--- src/rtl/piso_tx_pkg.sv ---
`default_nettype none
// ============================================================================
// Module   : piso_tx_pkg
// Purpose  : Shared types and helpers for the PISO transmitter and the
//            matching parallel-register / SIPO receive path.
// Revision : 1.0 - initial release
// ============================================================================
package piso_tx_pkg;

   // Default word width shared with the parallel register and SIPO blocks
   localparam int c_default_width = 4;

   // FSM state encoding
   typedef enum logic {
      ST_IDLE  = 1'b0,
      ST_SHIFT = 1'b1
   } state_t;

   // Ceiling log2, never less than 1 so a counter always has at least one bit
   function automatic int clog2(input int value);
      int result;
      result = 1;
      for (int i = 1; i < 31; i++) begin
         if ((1 << i) < value) begin
            result = i + 1;
         end
      end
      return result;
   endfunction

endpackage
`default_nettype wire

--- src/rtl/piso_tx_counter.sv ---
`default_nettype none
// ============================================================================
// Module   : mod_counter
// Purpose  : Modulo-MOD up counter with synchronous clear and enable.
//            Wraps from MOD-1 to 0; holds when not enabled.
// Revision : 1.0 - initial release
// ============================================================================
module mod_counter
   import piso_tx_pkg::*;
#(
   parameter int MOD = c_default_width
) (
   input  logic                      clk,
   input  logic                      reset,
   input  logic                      clear,
   input  logic                      enable,
   output logic [clog2(MOD)-1:0]     count,
   output logic                      at_max
);

   localparam int                c_cw  = clog2(MOD);
   localparam logic [c_cw-1:0]   c_max = c_cw'(MOD - 1);

   logic [c_cw-1:0] r_count;

   // Count enabled cycles modulo MOD; clear takes priority over enable
   always_ff @(posedge clk or posedge reset) begin
      if (reset) begin
         r_count <= '0;
      end else if (clear) begin
         r_count <= '0;
      end else if (enable) begin
         r_count <= (r_count == c_max) ? '0 : r_count + c_cw'(1);
      end
   end

   assign count  = r_count;
   assign at_max = (r_count == c_max);

endmodule
`default_nettype wire

--- src/rtl/piso_tx.sv ---
`default_nettype none
// ============================================================================
// Module   : piso_tx
// Purpose  : Parallel-in serial-out transmitter with a word-level valid/ready
//            handshake. Shifts one bit per clock, flags the first bit of each
//            frame and supports gapless back-to-back words.
// Revision : 1.0 - initial release
// ============================================================================
module piso_tx
   import piso_tx_pkg::*;
#(
   parameter int WIDTH     = c_default_width,
   parameter bit MSB_FIRST = 1'b1
) (
   input  logic             clk,
   input  logic             reset,
   input  logic [WIDTH-1:0] parallel_in,
   input  logic             load_valid,
   output logic             load_ready,
   output logic             serial_out,
   output logic             serial_valid,
   output logic             frame_start,
   output logic             busy
);

   localparam int c_cw = clog2(WIDTH);

   state_t           r_state;
   logic [WIDTH-1:0] r_shreg;
   logic             r_frame_start;
   logic [c_cw-1:0]  w_cnt;
   logic             w_cnt_at_max;
   logic             w_accept;
   logic [WIDTH-1:0] w_shifted;
   logic             w_out_bit;

   // A new word may enter when idle or while the last bit of the current
   // word is on the line, which is what makes back-to-back words gapless.
   assign load_ready = (r_state == ST_IDLE) || ((r_state == ST_SHIFT) && w_cnt_at_max);
   assign w_accept   = load_valid && load_ready;

   // Bit position within the word; reloading restarts it at zero
   mod_counter #(
      .MOD    (WIDTH)
   ) u_bit_cnt (
      .clk    (clk),
      .reset  (reset),
      .clear  (w_accept),
      .enable (r_state == ST_SHIFT),
      .count  (w_cnt),
      .at_max (w_cnt_at_max)
   );

   generate
      if (MSB_FIRST) begin : g_msb_first
         assign w_out_bit = r_shreg[WIDTH-1];
         assign w_shifted = {r_shreg[WIDTH-2:0], 1'b0};
      end else begin : g_lsb_first
         assign w_out_bit = r_shreg[0];
         assign w_shifted = {1'b0, r_shreg[WIDTH-1:1]};
      end
   endgenerate

   // Transmit FSM: loads, shifts and retires words; shreg is cleared when
   // idle so the output bit is naturally 0 outside a frame.
   always_ff @(posedge clk or posedge reset) begin
      if (reset) begin
         r_state       <= ST_IDLE;
         r_shreg       <= '0;
         r_frame_start <= 1'b0;
      end else begin
         case (r_state)
            ST_IDLE: begin
               if (w_accept) begin
                  r_shreg       <= parallel_in;
                  r_state       <= ST_SHIFT;
                  r_frame_start <= 1'b1;
               end
            end
            ST_SHIFT: begin
               if (w_cnt_at_max) begin
                  if (w_accept) begin
                     r_shreg       <= parallel_in;
                     r_frame_start <= 1'b1;
                  end else begin
                     r_shreg       <= '0;
                     r_state       <= ST_IDLE;
                     r_frame_start <= 1'b0;
                  end
               end else begin
                  r_shreg       <= w_shifted;
                  r_frame_start <= 1'b0;
               end
            end
            default: begin
               r_state       <= ST_IDLE;
               r_shreg       <= '0;
               r_frame_start <= 1'b0;
            end
         endcase
      end
   end

   assign serial_out   = w_out_bit;
   assign serial_valid = (r_state == ST_SHIFT);
   assign busy         = (r_state == ST_SHIFT);
   assign frame_start  = r_frame_start;

endmodule
`default_nettype wire

--- config.mk ---
export PLATFORM = sky130hd
export DESIGN_NAME = piso_tx
export DESIGN_NICKNAME = d
export VERILOG_FILES = /design/src/rtl/piso_tx_pkg.sv /design/src/rtl/piso_tx_counter.sv /design/src/rtl/piso_tx.sv
export SDC_FILE = /design/constraint.sdc
export NUM_CORES = 1
export LEC_CHECK = 0
export ABC_AREA = 1
export CAP_MARGIN = 5
export CORE_AREA = 2 2 39 41
export CTS_CLUSTER_DIAMETER = 50
export DETAILED_ROUTE_END_ITERATION = 6
export DIE_AREA = 0 0 41 43
export PLACE_DENSITY_LB_ADDON = 0.2
export SYNTH_ARGS = -nofsm -noshare
export SYNTH_HDL_FRONTEND = slang
export SYNTH_SLANG_ARGS = --single-unit
--- constraint.sdc ---
create_clock -name clk -period 1.47 [get_ports clk]
set_clock_uncertainty 0.1 [all_clocks]
set_input_delay 0.2205 -clock clk [delete_from_list [all_inputs] [get_ports clk]]
set_output_delay 0.2205 -clock clk [all_outputs]
set_load 0.05 [all_outputs]
==> impl_metrics.tcl, run 1 <==
set metrics [dict create \
    final_cell_mix "nand2_1 (15), inv_1 (9), nand3_1 (8), dfrtp_1 (7), clkdlybuf4s50_1 (6)" \
    start_kind "flip-flop" \
    worstSetupPathType "reg2out" \
    stdcell_count 80 \
    antenna_found_initial 0 \
    max_slew.worst_pin.slew_ns 0.302 \
    clkTransAtPathRegs_ns 0.06 \
    fin_ws_ns 0.0399 \
    yosys_warnings 0 \
    peakVddDrop_mv 0.800 \
    wirelength_um 767 \
    hpwl_um 591 \
    finalCriticalPeriod_ns 1.43 \
    outcome "finished clean" \
    grt_max_degree 9 \
    synth_largest_area_cell "dfrtp_1" \
    timing.slew.headroom_pct 79.8 \
    cp-end-kind "output port" \
    worst_ep_arrival_time_ns 1.11 \
    synth_cell_types 9 \
    synthCells 48 \
    ios 12 \
    power_mw 1.42 \
    p_leak_nw 0.317 \
    gp_congestion 0.782 \
    die_area_mm2 0.00176 \
    cap_violations 0 \
    cts_buffer_depth 2 \
    wl_per_cell_um 9.59 \
    route.detailed.drc 0 \
    synth.avg_cell_area_um2 8.29 \
    critPathMaxFanout 4 \
    numCtsBuffers 3 \
    regArea_um2 201 \
    cts.root.buffer_cell "clkbuf_4" \
    ys_seq_area_share_pct 50.3 \
    synth.area.top_cells "dfrtp_1 (50%), nand2_1 (14%), nand3_1 (10%)" \
    post-place-cells 75 \
    final_common_cell "nand2_1" \
    fin_nets 74 \
    grt_pass1_vias 322 \
    dpl_worst_slack_ns 0.104 \
    cp.required_ns 1.15 \
    grt_first_pass_wirelength_um 1280 \
    maxSlewViolCount 0 \
    multiInputGateArea_um2 155 \
    grt.overflow.total 0 \
    hold_viol_final 0 \
    numPortBuffers 11 \
    cts_tree "done" \
    tns_ns 0 \
    drive_gt1_share_pct 26.6 \
    hp-class "in2async" \
    dieWidth_um 41 \
    synth_nets 56 \
    clk_latency_ns 0.25 \
    vias 336 \
    synth_seq_cells 8 \
    ant_nets 0 \
    start_util_pct 28.8 \
    grt_setup_unrepaired "no" \
    post-route-period-util_pct 97.3 \
    timing.hold.ws_ns 0.105 \
    power.density_mw_per_mm2 2300 \
    holdBufCountCts 0 \
    netlist.area_leader.share_pct 50.3 \
    grt_usage_pct 11.0 \
    rows 14 \
    htreeDepth 1 \
    syn2layout_area_growth_pct 55.0 \
    drtIter0Drc 10 \
    fmax_ghz 0.699 \
    cts_sinks 8 \
    core_area_mm2 0.00138 \
    viasPerCell 4.20 \
    finalSetupViolCount 0 \
    fillerInstances 147 \
    drt_first_pass_iters 2 \
    synth_area_um2 398 \
    antenna_cells 0 \
    die-height_um 43 \
]
==> metal layers <==
metal	share of wire (%)	wire, µm	global-route usage (%)
met5	0	0	0
met4	2.6	20	8.00
met3	7.0	54	2.09
met2	38	288	14.1
met1	53	404	15.7
==> flip-flops by register name, indices dropped and copies added (netlist names) <==
register	flops
u_bit_cnt.count	2
r_shreg	4
frame_start	1
busy	1
==> worst paths after layout <==
check                                        start                  to  slack [ns]  cells past startpoint
worst max-delay path            u_bit_cnt.count[0]          load_ready        0.04                      4
worst min-delay path                         reset          r_shreg[1]        0.10                      2
worst max register to register  u_bit_cnt.count[0]  u_bit_cnt.count[1]        0.22                      7
worst min register to register          r_shreg[1]          r_shreg[1]        0.39                      2
max in group asynchronous                    reset                busy        0.92                      2
min in group clk                        r_shreg[1]          r_shreg[1]        0.39                      2
==> where the power goes <==
group | switching, mW | internal, mW
sequential | 0.0811 | 0.318
combinational | 0.462 | 0.390
clock | 0.0755 | 0.0935
==> cell usage after synthesis <==
cell type and n:
nand2_1 15, inv_1 10, dfrtp_1 8, nand3_1 8, nand2_4 2, o21ai_0 2
buf_4 1, ha_1 1, nor2_4 1
==> cell type report <==
type / instances / share of cell area, %
clock buffers: 3 / 3.65
inverters: 10 / 6.49
multi-input cells: 29 / 25.2
flip-flops and latches: 8 / 32.7
well taps: 16 / 3.25
repair buffers: 14 / 28.8
==> timing repair <==
action,CTS,global route
endpoints found under the setup margin,1,3
gates resized for setup,4,2
setup buffers,2,0
==> per-stage QoR <==
stage | area [µm²] | utilization [%]
3_5_place_dp | 566 | 40.9
2_1_floorplan | 398 | -
4_1_cts | 613 | 44.3
3_3_place_gp | 566 | 40.9
6_report | 617 | 44.6
5_1_grt | 617 | 44.6
==> kinds of logic (layout without fill, tap and decap cells) <==
kind of cell | after synthesis | count (layout) | synth area share (%)
AND/OR/NAND/NOR | 26 | 26 | 32.7
buffers and inverters | 11 | 27 | 11.3
flip-flops | 8 | 8 | 50.3
AO/OA/AOI/OAI | 2 | 2 | 2.52
adder cells (fa/ha/maj) | 1 | 1 | 3.14
==> worst max-delay path, stage by stage (launching register included) <==
cell     delay, ns
dfrtp_1       0.39
ha_2          0.20
inv_4         0.07
nand2_4       0.05
buf_8         0.15
Note: power is estimated with default switching activity, not from simulation.
==> inputs of run 2 (changes only) <==
--- a/config.mk
+++ b/config.mk
@@ -12,6 +12,7 @@
 export DETAILED_ROUTE_END_ITERATION = 6
 export DIE_AREA = 0 0 41 43
 export PLACE_DENSITY_LB_ADDON = 0.2
+export SLEW_MARGIN = 15
 export SYNTH_ARGS = -nofsm -noshare
 export SYNTH_HDL_FRONTEND = slang
 export SYNTH_SLANG_ARGS = --single-unit
==> results of run 2 <==
Final layout, timing and power as in run 1 (identical DEF).
==> inputs of run 3 (changes only) <==
--- a/config.mk
+++ b/config.mk
@@ -6,7 +6,7 @@
 export NUM_CORES = 1
 export LEC_CHECK = 0
 export ABC_AREA = 1
-export CAP_MARGIN = 5
+export CAP_MARGIN = 20
 export CORE_AREA = 2 2 39 41
 export CTS_CLUSTER_DIAMETER = 50
 export DETAILED_ROUTE_END_ITERATION = 6
==> results of run 3 <==
Final layout, timing and power as in run 1 (identical DEF).
